$ cat src/rtl/add_pkg.sv
// Shared constants for the carry-lookahead adder.
package add_pkg;
  localparam int GROUP_W    = 4;
  localparam int LENGTH_DEF = 16;
endpackage

$ cat src/rtl/add_16bit_cla4.sv
// 4-bit carry-lookahead cell: local sums plus group generate/propagate
// for the second-level lookahead in the top.
module cla4 (
  input  logic [3:0] a,
  input  logic [3:0] b,
  input  logic       ci,
  output logic [3:0] s,
  output logic       g,
  output logic       p
);
  logic [3:0] gb, pb, c;

  // bit generate/propagate, flat lookahead carries, group terms
  always_comb begin
    gb   = a & b;
    pb   = a ^ b;
    c[0] = ci;
    c[1] = gb[0] | (pb[0] & ci);
    c[2] = gb[1] | (pb[1] & gb[0]) | (pb[1] & pb[0] & ci);
    c[3] = gb[2] | (pb[2] & gb[1]) | (pb[2] & pb[1] & gb[0])
         | (pb[2] & pb[1] & pb[0] & ci);
    s    = pb ^ c;
    g    = gb[3] | (pb[3] & gb[2]) | (pb[3] & pb[2] & gb[1])
         | (pb[3] & pb[2] & pb[1] & gb[0]);
    p    = &pb;
  end
endmodule

$ cat src/rtl/add_16bit.sv
// Registered two-level carry-lookahead adder: {Cout,Y} = A + B + Cin,
// one cycle latency, synchronous active-high reset.
module add_16bit
  import add_pkg::*;
#(
  parameter int LENGTH = LENGTH_DEF
) (
  input  logic [LENGTH-1:0] A,
  input  logic [LENGTH-1:0] B,
  input  logic              Cin,
  output logic [LENGTH-1:0] Y,
  output logic              Cout,
  input  logic              clk,
  input  logic              rst
);
  localparam int NG = LENGTH / GROUP_W;

  logic [NG-1:0]     grp_g, grp_p;
  logic [NG:0]       grp_c;
  logic [LENGTH-1:0] sum;
  logic [LENGTH-1:0] y_d, y_q;
  logic              cout_d, cout_q;

  // One lookahead cell per 4-bit group; carry-in comes from the lookahead block.
  for (genvar i = 0; i < NG; i++) begin : g_grp
    cla4 u_cla4 (
      .a  (A[i*GROUP_W +: GROUP_W]),
      .b  (B[i*GROUP_W +: GROUP_W]),
      .ci (grp_c[i]),
      .s  (sum[i*GROUP_W +: GROUP_W]),
      .g  (grp_g[i]),
      .p  (grp_p[i])
    );
  end

  // Second-level lookahead: every group carry is a flat sum of products of
  // group G/P terms and Cin, so no carry ripples from group to group.
  always_comb begin
    logic term, acc;
    term     = 1'b0;
    acc      = 1'b0;
    grp_c    = '0;
    grp_c[0] = Cin;
    for (int i = 1; i <= NG; i++) begin
      term = Cin;
      for (int k = 0; k < i; k++) term = term & grp_p[k];
      acc = term;
      for (int j = 0; j < i; j++) begin
        term = grp_g[j];
        for (int k = j + 1; k < i; k++) term = term & grp_p[k];
        acc = acc | term;
      end
      grp_c[i] = acc;
    end
  end

  // Next-state for the output register; reset overrides operand capture.
  always_comb begin
    y_d    = sum;
    cout_d = grp_c[NG];
    if (rst) begin
      y_d    = '0;
      cout_d = 1'b0;
    end
  end

  // Output register stage.
  always_ff @(posedge clk) begin
    y_q    <= y_d;
    cout_q <= cout_d;
  end

  assign Y    = y_q;
  assign Cout = cout_q;
endmodule

$ cat config.mk
export PLATFORM = sky130hd
export DESIGN_NAME = add_16bit
export DESIGN_NICKNAME = d
export VERILOG_FILES = /design/src/rtl/add_pkg.sv /design/src/rtl/add_16bit_cla4.sv /design/src/rtl/add_16bit.sv
export SDC_FILE = /design/constraint.sdc
export NUM_CORES = 1
export LEC_CHECK = 0
export CORE_MARGIN = 3
export CORE_UTILIZATION = 38
export CTS_BUF_LIST = sky130_fd_sc_hd__clkbuf_4 sky130_fd_sc_hd__clkbuf_8 sky130_fd_sc_hd__clkbuf_16
export DETAILED_ROUTE_END_ITERATION = 10
export GPL_TIMING_DRIVEN = 0
export MAX_ROUTING_LAYER = met4
export PLACE_DENSITY = 0.83
export SYNTH_ARGS = -nofsm -noshare
export SYNTH_HDL_FRONTEND = slang
export SYNTH_SLANG_ARGS = --single-unit
$ cat constraint.sdc
create_clock -name clk -period 2.15 [get_ports clk]
set_input_delay 0.3225 -clock clk [delete_from_list [all_inputs] [get_ports clk]]
set_output_delay 0.3225 -clock clk [all_outputs]
set_load 0.1 [all_outputs]
==> summary.txt, run 1 <==
Min path
  – HP Class: in -> reg

Place
  – Detailed Place HPWL: 2470 um
  – GPL Wtd Cong: 0.803
  – Dpl ws: -0.657 ns
  – Port Buf Inserts: 51
  – Post-Place Cells: about 210

Power
  – Final Total Pwr: 0.00131 W
  – VDD IR max: 292 uV
  – P_int: 0.000687 W
  – Comb pwr share: 57.7%
  – Seq pwr share: 28.3%
  – Sw Share: 47.4%
  – P_sw: 0.000619 W
  – Pleak: 0.861 nW
  – Clock share of power: 14.0%
  – Pwr dens: 669 nW/um^2

Final layout
  – Fin nets: 248
  – Diode count: 0
  – Final core utilization: 68.4%
  – Share of cells above drive strength 1: 20.3%
  – Most common cell after layout, fill and taps aside: clkdlybuf4s50_1
  – Area of the multi-input gates: around 900 um^2
  – Fill cells: 220
  – Area grow syn2layout: 64.5%
  – Non-Filler Instances: around 220
  – Sequential cell area: 340 um^2
  – Most frequent cells in the layout: clkdlybuf4s50_1 (40), dfxtp_1 (17), nor2_1 (14)

Setup path
  – Critical-path cell list: clkdlybuf4s50_1
  – Max Fanout on Critical Path: 1
  – Bufs and invs on worst path: 1
  – Req. time, crit path: 1.83 ns
  – Crit end category: primary output
  – CP peak stage delay: 1.13 ns
  – Crit path max-delay family: buffers and inverters
  – Crit path DAT: 1.79 ns
  – Crit Path Category: reg -> out
  – Slowest-stage cell, CP: clkdlybuf4s50_1
  – CP Launch Type: flip-flop

STA
  – Tcrit/Tclk final: 98.4%
  – Final min period: 2.12 ns
  – Max-slew violations: 0
  – Maximum clock rate: 473 MHz
  – Final-report setup violation count: 0
  – Setup_tns: 0 ns
  – Worst-Margin Slew: just under 1 ns
  – Slew HR: around a third
  – Hold Vio Cnt, Final: 0
  – Final WS setup: 0.0338 ns

Routing
  – Vias: roughly 1200
  – Post-DRT Antenna Nets: 0
  – Residual DRC: 0
  – Pre-antenna DRT Iters: 5
  – Routed len/inst: 14.9 um
  – Initial DRC count: 24
  – Drt via density: 5.16
  – Post-Route WL: 3320 um

Synthesis
  – Yosys warnings: 0
  – Flops & latches, synth: 17
  – Sequential area share after synthesis: 28.7%
  – Synth Net Count: 180
  – Post-Synthesis Cells: 125
  – Ys async rst share: 0%
  – Synth cell types: 37
  – Post-synth top flop: dfxtp_1
  – Avg Inst Size Synth: 9.49 um^2
  – Post-synthesis cell area: 1190 um^2
  – Number of enable flip-flop cells after synthesis: 0

GRT
  – Largest net degree at the start of global routing: 11
  – Global-route usage over all layers: between 10% and 20%
  – First-pass GRT wire length: 4750 um
  – Vias in the first global route: 1113
  – Initial antenna violation count: 0
  – Grt total ovfl: 0

Status
  – Status: finished clean

CTS
  – H-Tree Depth: 1
  – Clock Path Buffers: 2
  – Total CTS buffers: 3
  – Clk slew on worst S/H paths: roughly 0.11 ns
  – CTS sink count: 17
  – Cts hold-fix bufs: 0
  – Root Buffer: clkbuf_4
  – TritonCTS clock tree: yes

Floorplan
  – Die height: 61.9 um
  – Initial Util: 41.6%
  – Die Wd: 61.9 um
  – Die area: 3830 um^2
  – # rows: 19
  – # IOs: 52
  – Core Footprint: 2850 um^2

Run
  – Max-Cap Viols: 0
-- cells in the mapped netlist, drive strengths merged (4+ instances only) --
master | n | share of area (%)
nor2b | 4 | 2.1
inv | 8 | 2.5
dfxtp | 17 | 29
ha | 16 | 17
nand2b | 4 | 2.1
nor2 | 14 | 4.4
nor3 | 5 | 2.5
nand2 | 7 | 2.2
a21oi | 10 | 6.8
xnor2 | 5 | 3.7
fa | 4 | 6.8
-- power by group through the flow --
stage	Combinational [W]	Sequential, W	Clock, W
floorplan	0.000192	0.000688	0
global placement	0.000683	0.000376	0
detailed placement	0.000696	0.000377	0
CTS	0.000722	0.000370	0.000184
global route	0.000794	0.000372	0.000199
finish	0.000753	0.000369	0.000183
-- area by class of cell --
class / instances / area share [%]
clock inverter: 1 / 0.257
tap: 31 / 1.99
buffer: 2 / 0.385
timing repair buffer: 63 / 31.1
sequential: 17 / 17.4
multi-input combinational: 98 / 46.1
inverter: 8 / 1.54
clock buffer: 3 / 1.15
-- metal layers --
layer	GRT usage, %	share of wire (%)
met2	34.2	55
met3	3.10	3.4
met5	-	0
met4	5.76	1.8
met1	17.3	39
-- sequential cells by signal, summed over array words and instances, names as in the netlist --
register  cells
Y            16
Cout          1
-- tightest hold or removal path, stage by stage --
cell and delay (ns):
clkbuf_2 0.11, inv_1 0.08, fa_1 0.15, nor2_1 0.03
-- path summary, 6_finish.rpt --
kind	cells after the start	endpoint	slack, ns	start
hold / removal	4	Y[0]	0.43	B[0]
setup / recovery	1	Y[4]	0.03	Y[4]
-- cells by family after synthesis --
logic type / synth area share [%]
muxes: 2.74
xor gates and xnor gates: 5.91
AOI/OAI and AO/OA: 20.6
DFF: 28.7
adders and majority gates: 23.6
buffers and inverters: 3.16
and+or+nand+nor: 15.3
-- what timing repair did --
item	in CTS	in global routing
hold endpoints to repair	0	0
endpoints found under the setup margin	5	8
setup buffers	6	6
gates resized for setup	10	17
pin swaps	5	6
-- through the flow --
| step | instance area (um^2) | hold WS (ns) |
|---|---|---|
| after floorplan | 1190 | 0.504 |
| after global placement | 1740 | 1.04 |
| after detailed placement | 1740 | 1.05 |
| after CTS | 1840 | 0.572 |
| after global routing | 1950 | 0.463 |
| final | 1950 | 0.429 |
Note: power is estimated with default switching activity, not from simulation.
==> inputs of run 2 (changes only) <==
--- a/config.mk
+++ b/config.mk
@@ -12,6 +12,7 @@
 export GPL_TIMING_DRIVEN = 0
 export MAX_ROUTING_LAYER = met4
 export PLACE_DENSITY = 0.83
+export SETUP_SLACK_MARGIN = 0.2
 export SYNTH_ARGS = -nofsm -noshare
 export SYNTH_HDL_FRONTEND = slang
 export SYNTH_SLANG_ARGS = --single-unit
==> run 2 against run 1 <==
  * Global-route usage increased by 1.9 points
  * Clock power down 5%
  * Count of clock-buffer cells in the layout stayed put
  * Highest routed layer unchanged
  * Largest cell class unchanged
  * Flip-flop and latch count unchanged
==> summary.txt, run 2 (synthesis gave the netlist of run 1 again) <==
Routing
  – Routed len/inst: 15.7 um (was 14.9 um)
  – Drt via density: 5.42 (was 5.16)
  – Initial DRC count: 45 (was 24)
  – Post-DRT Antenna Nets: 0 (unchanged)
  – Pre-antenna DRT Iters: 4 (was 5)
  – Vias: 1220 (was 1150)
  – Post-Route WL: 3540 um (was 3320 um)
  – Residual DRC: 0 (unchanged)

Final layout
  – Area grow syn2layout: 73.6% (was 64.5%)
  – Most common cell after layout, fill and taps aside: dlygate4sd2_1 (was clkdlybuf4s50_1)
  – Share of cells above drive strength 1: 30.4% (was 20.3%)
  – Max reg flops: 16 (unchanged)
  – Fin nets: 250 (was 248)
  – Diode count: 0 (unchanged)
  – Most frequent cells in the layout: dlygate4sd2_1 (34), dfxtp_1 (17), nor2_1 (14) (was clkdlybuf4s50_1 (40), dfxtp_1 (17), nor2_1 (14))

Floorplan
  – Initial Util: 41.6% (unchanged)
  – # rows: 19 (unchanged)
  – Die height: 61.9 um (unchanged)
  – Die Wd: 61.9 um (unchanged)
  – Die area: 3830 um^2 (unchanged)
  – Core Footprint: 2850 um^2 (unchanged)
  – # IOs: 52 (unchanged)

GRT
  – First-pass GRT wire length: 5290 um (was 4750 um)
  – Largest net degree at the start of global routing: 11 (unchanged)
  – Vias in the first global route: 1223 (was 1113)
  – Global-route usage over all layers: 19.4% (was 17.6%)
  – Initial antenna violation count: 0 (unchanged)
  – Grt total ovfl: 0 (unchanged)

CTS
  – TritonCTS clock tree: yes (unchanged)
  – CTS sink count: 17 (unchanged)
  – Root Buffer: clkbuf_4 (unchanged)
  – H-Tree Depth: 1 (unchanged)
  – Clk slew on worst S/H paths: 0.10 ns (was 0.11 ns)
  – Clock Path Buffers: 2 (unchanged)
  – Total CTS buffers: 3 (unchanged)

STA
  – Tcrit/Tclk final: 90.8% (was 98.4%)
  – Setup_tns: 0 ns (unchanged)
  – Maximum clock rate: 512 MHz (was 473 MHz)
  – Final-report setup violation count: 0 (unchanged)
  – Final WS setup: 0.197 ns (was 0.0338 ns)
  – Hold Vio Cnt, Final: 0 (unchanged)
  – Unrepaired setup endpoints after global routing: true
  – Slew HR: 35.2% (was 34.2%)
  – Max-slew violations: 0 (unchanged)
  – Final min period: 1.95 ns (was 2.12 ns)
  – Worst-Margin Slew: 0.975 ns (was 0.984 ns)
  – Hold Slack: 0.419 ns (was 0.429 ns)

Setup path
  – CP Launch Type: primary input (was flip-flop)
  – Crit path DAT: 2.12 ns (was 1.79 ns)
  – Crit Path Category: in -> reg (was reg -> out)
  – Req. time, crit path: 2.32 ns (was 1.83 ns)
  – Crit end category: flip-flop (was primary output)
  – Max Fanout on Critical Path: 2 (was 1)

Place
  – Port Buf Inserts: 51 (unchanged)
  – GPL Wtd Cong: 0.752 (was 0.803)
  – Detailed Place HPWL: 2500 um (was 2470 um)
  – Dpl ws: -0.604 ns (was -0.657 ns)

Run
  – Max-Cap Viols: 0 (unchanged)

Status
  – Status: finished clean (unchanged)

Power
  – Pleak: 0.928 nW (was 0.861 nW)
  – Pwr dens: 639 nW/um^2 (was 669 nW/um^2)
  – VDD IR max: 269 uV (was 292 uV)

Min path
  – HP Class: in -> reg (unchanged)
-- run 2: area by class of cell --
class | instances | area (um^2)
buffer | 2 | 7.51
clock buffer | 3 | 22.5
clock inverter | 1 | 5.00
fill | 203 | 793
inverter | 8 | 30.0
multi-input combinational | 98 | 1040
sequential | 17 | 340
tap | 31 | 38.8
timing repair buffer | 65 | 573
-- run 2: what timing repair did --
action,in CTS,in global routing
setup endpoints to repair,27,7
pin swaps,17,9
gates resized for setup,64,27
hold buffers,0,0
setup buffers,13,1
cloned,0,0
-- run 2: metrics by stage --
stage	cells	utilization (%)	power (W)	area, um^2
after floorplan	125	-	0.000891	1230
after CTS	224	69.1	0.00127	1970
after detailed placement	207	62.5	0.00109	1780
final	225	72.2	0.00132	2060
after global placement	207	62.5	0.00107	1780
after global routing	225	72.2	0.00138	2060
-- run 2: worst max-delay path, stage by stage --
cell           delay, ns
dlygate4sd2_1       0.27
ha_1                0.33
nand2_2             0.08
a211oi_2            0.26
nand2b_4            0.19
a21oi_2             0.07
fa_2                0.39
xor2_2              0.15
nor2_1              0.06
-- run 2: per-layer routing --
metal / global-route usage [%] / vias up / share of wire, %
met4: 10.6 / 0 / 1.8
met3: 2.27 / 9 / 4.9
met1: 22.8 / 576 / 41
li1: - / 584 / -
met2: 32.3 / 51 / 52
met5: - / - / 0
-- run 2: worst paths after layout --
check             slack, ns  cells after the start  start    end
setup / recovery       0.20                      9   A[4]  Y[13]
hold / removal         0.42                      4   B[0]   Y[0]
-- run 2: power by group --
part | switching (W) | internal (W) | total (W)
clock | 0.000104 | 0.0000693 | 0.000173
sequential | 0.00000868 | 0.000357 | 0.000366
combinational | 0.000519 | 0.000258 | 0.000777
total | 0.000632 | 0.000685 | 0.00132
==> inputs of run 3 (changes only) <==
--- a/config.mk
+++ b/config.mk
@@ -5,13 +5,15 @@
 export SDC_FILE = /design/constraint.sdc
 export NUM_CORES = 1
 export LEC_CHECK = 0
+export CELL_PAD_IN_SITES_DETAIL_PLACEMENT = 1
+export CELL_PAD_IN_SITES_GLOBAL_PLACEMENT = 2
 export CORE_MARGIN = 3
-export CORE_UTILIZATION = 38
+export CORE_UTILIZATION = 21
 export CTS_BUF_LIST = sky130_fd_sc_hd__clkbuf_4 sky130_fd_sc_hd__clkbuf_8 sky130_fd_sc_hd__clkbuf_16
 export DETAILED_ROUTE_END_ITERATION = 10
 export GPL_TIMING_DRIVEN = 0
 export MAX_ROUTING_LAYER = met4
-export PLACE_DENSITY = 0.83
+export PLACE_DENSITY = 0.81
 export SETUP_SLACK_MARGIN = 0.2
 export SYNTH_ARGS = -nofsm -noshare
 export SYNTH_HDL_FRONTEND = slang
==> run 3 against run 2 <==
  * Via count shrank 5.1%
  * Global-route usage is 7.8 points lower
  * Combinational power is 0.5% higher
  * First-iteration DRC count fell by 42%
  * Die area increased by 72%
  * Sequential power hardly changed
  * Largest power group unchanged
==> summary.txt, run 3 (synthesis gave the netlist of run 1 again) <==
Final layout
  – Area grow syn2layout: 80.5% (was 73.6%)
  – Share of cells above drive strength 1: 30.9% (was 30.4%)
  – Fill cells: 612 (was 203)
  – Area of the multi-input gates: 1060 um^2 (was 1040 um^2)
  – Most common cell after layout, fill and taps aside: dlygate4sd2_1 (unchanged)
  – Most frequent cells in the layout: dlygate4sd2_1 (34), dfxtp_1 (17), nor2_1 (14) (unchanged)
  – Diode count: 0 (unchanged)
  – Max reg flops: 16 (unchanged)
  – Final core utilization: 40.6% (was 72.2%)
  – Finished Cell Area: 2140 um^2 (was 2060 um^2)
  – Sequential cell area: 340 um^2 (unchanged)
  – Fin nets: 250 (unchanged)

Place
  – Post-DP Area: 1830 um^2 (was 1780 um^2)
  – Detailed Place HPWL: 2590 um (was 2500 um)
  – Dpl ws: -0.639 ns (was -0.604 ns)
  – Port Buf Inserts: 51 (unchanged)
  – GPL Wtd Cong: 0.737 (was 0.752)

Floorplan
  – Core Footprint: 5270 um^2 (was 2850 um^2)
  – # IOs: 52 (unchanged)
  – Die Wd: 81.2 um (was 61.9 um)
  – Die height: 81.2 um (was 61.9 um)
  – Die area: 6590 um^2 (was 3830 um^2)
  – # rows: 26 (was 19)
  – Initial Util: 22.5% (was 41.6%)

GRT
  – Vias in the first global route: 1226 (was 1223)
  – Global-route usage over all layers: 11.6% (was 19.4%)
  – First-pass GRT wire length: 5850 um (was 5290 um)
  – Grt total ovfl: 0 (unchanged)
  – Largest net degree at the start of global routing: 11 (unchanged)
  – Initial antenna violation count: 0 (unchanged)

Setup path
  – CP Launch Type: primary input (unchanged)
  – CP peak stage delay: 0.41 ns (was 0.39 ns)
  – Req. time, crit path: 2.28 ns (was 2.32 ns)
  – Bufs and invs on worst path: 2 (was 1)
  – Crit end category: flip-flop (unchanged)
  – Crit Path Category: in -> reg (unchanged)
  – Crit path DAT: 2.10 ns (was 2.12 ns)
  – Critical-path cell list: buf_8, ha_4, a21oi_4, nand4b_1, a211oi_2, nand2b_4, buf_6, fa_2, nor2b_1 (was dlygate4sd2_1, ha_1, nand2_2, a211oi_2, nand2b_4, a21oi_2, fa_2, xor2_2, nor2_1)
  – Slowest-stage cell, CP: fa_2 (unchanged)
  – Max Fanout on Critical Path: 3 (was 2)
  – Crit path max-delay family: adder cells (unchanged)

Status
  – Status: finished clean (unchanged)

Min path
  – HP Class: in -> reg (unchanged)

Routing
  – Routed len/inst: 13.3 um (was 15.7 um)
  – Initial DRC count: 26 (was 45)
  – Pre-antenna DRT Iters: 4 (unchanged)
  – Post-Route WL: 3520 um (was 3540 um)
  – Drt via density: 4.39 (was 5.42)
  – Residual DRC: 0 (unchanged)
  – Vias: 1158 (was 1220)
  – Post-DRT Antenna Nets: 0 (unchanged)

CTS
  – TritonCTS clock tree: yes (unchanged)
  – Cts hold-fix bufs: 0 (unchanged)
  – Clk slew on worst S/H paths: 0.07 ns (was 0.10 ns)
  – H-Tree Depth: 1 (unchanged)
  – Root Buffer: clkbuf_8 (was clkbuf_4)
  – Total CTS buffers: 3 (unchanged)
  – Clock Path Buffers: 2 (unchanged)
  – CTS sink count: 17 (unchanged)

Power
  – VDD IR max: 321 uV (was 269 uV)
  – Pleak: 0.941 nW (was 0.928 nW)
  – Pwr dens: 647 nW/um^2 (was 639 nW/um^2)

STA
  – Slew HR: 35.8% (was 35.2%)
  – Hold Vio Cnt, Final: 0 (unchanged)
  – Worst-Margin Slew: 0.967 ns (was 0.975 ns)
  – Final min period: 1.97 ns (was 1.95 ns)
  – Max-slew violations: 0 (unchanged)
  – Hold Slack: 0.468 ns (was 0.419 ns)
  – Tcrit/Tclk final: 91.8% (was 90.8%)
  – Maximum clock rate: 506 MHz (was 512 MHz)
  – Setup_tns: 0 ns (unchanged)
  – Unrepaired setup endpoints after global routing: true (unchanged)
  – Final WS setup: 0.175 ns (was 0.197 ns)
  – Final-report setup violation count: 0 (unchanged)

Run
  – Max-Cap Viols: 0 (unchanged)
-- run 3: changes by cell type in the layout (fill, tap and decap cells not counted), moves of 2 or more --
cell and change:
a21oi_4 +2, a21oi_2 -2, clkdlybuf4s15_1 +2, buf_6 -2, clkdlybuf4s50_1 -2, clkbuf_8 +3, clkbuf_4 -3
-- run 3: per-layer routing --
| layer | wire, um | part of all wire (%) | up-vias | GRT usage, % |
|---|---|---|---|---|
| met5 | 0 | 0 | - | - |
| met4 | 32 | 0.91 | 0 | 4.22 |
| met3 | 147 | 4.2 | 2 | 0.665 |
| met2 | 1790 | 51 | 27 | 19.9 |
| met1 | 1550 | 44 | 555 | 14.4 |
| li1 | - | - | 574 | - |
-- run 3: path summary, 6_finish.rpt --
| check | slack (ns) | depth (start not counted) | end | from |
|---|---|---|---|---|
| max | 0.18 | 9 | Y[8] | A[0] |
| min | 0.47 | 4 | Y[0] | B[0] |
-- run 3: power breakdown --
group	switching, W	internal, W	total [W]
sequential	0.00000934	0.000358	0.000367
clock	0.000107	0.000128	0.000236
combinational	0.000519	0.000263	0.000781
total	0.000635	0.000749	0.00138
-- run 3: layout make-up --
type | count | area share [%]
multi-input cells | 98 | 49.3
repair buffers | 65 | 26.8
flip-flops and latches | 17 | 15.9
well taps | 70 | 4.09
clock buffers | 3 | 1.93
inverters | 8 | 1.40
plain buffers | 2 | 0.351
clock inverters | 1 | 0.234
-- run 3: repair_timing --
| action | 4_1_cts | 5_1_grt |
|---|---|---|
| endpoints found under the setup margin | 27 | 8 |
| setup buffers | 12 | 2 |
| pin swaps | 20 | 15 |
| gates resized for setup | 83 | 15 |
-- run 3: stage by stage --
step | instances | total power [W]
after floorplan | 125 | 0.000891
after global placement | 246 | 0.00109
after detailed placement | 246 | 0.00109
after CTS | 262 | 0.00137
after global routing | 264 | 0.00147
final | 264 | 0.00138
-- run 3: worst min-delay path, cell delays in order --
cell	delay [ns]
buf_6	0.10
inv_1	0.06
fa_1	0.16
nor2_1	0.04
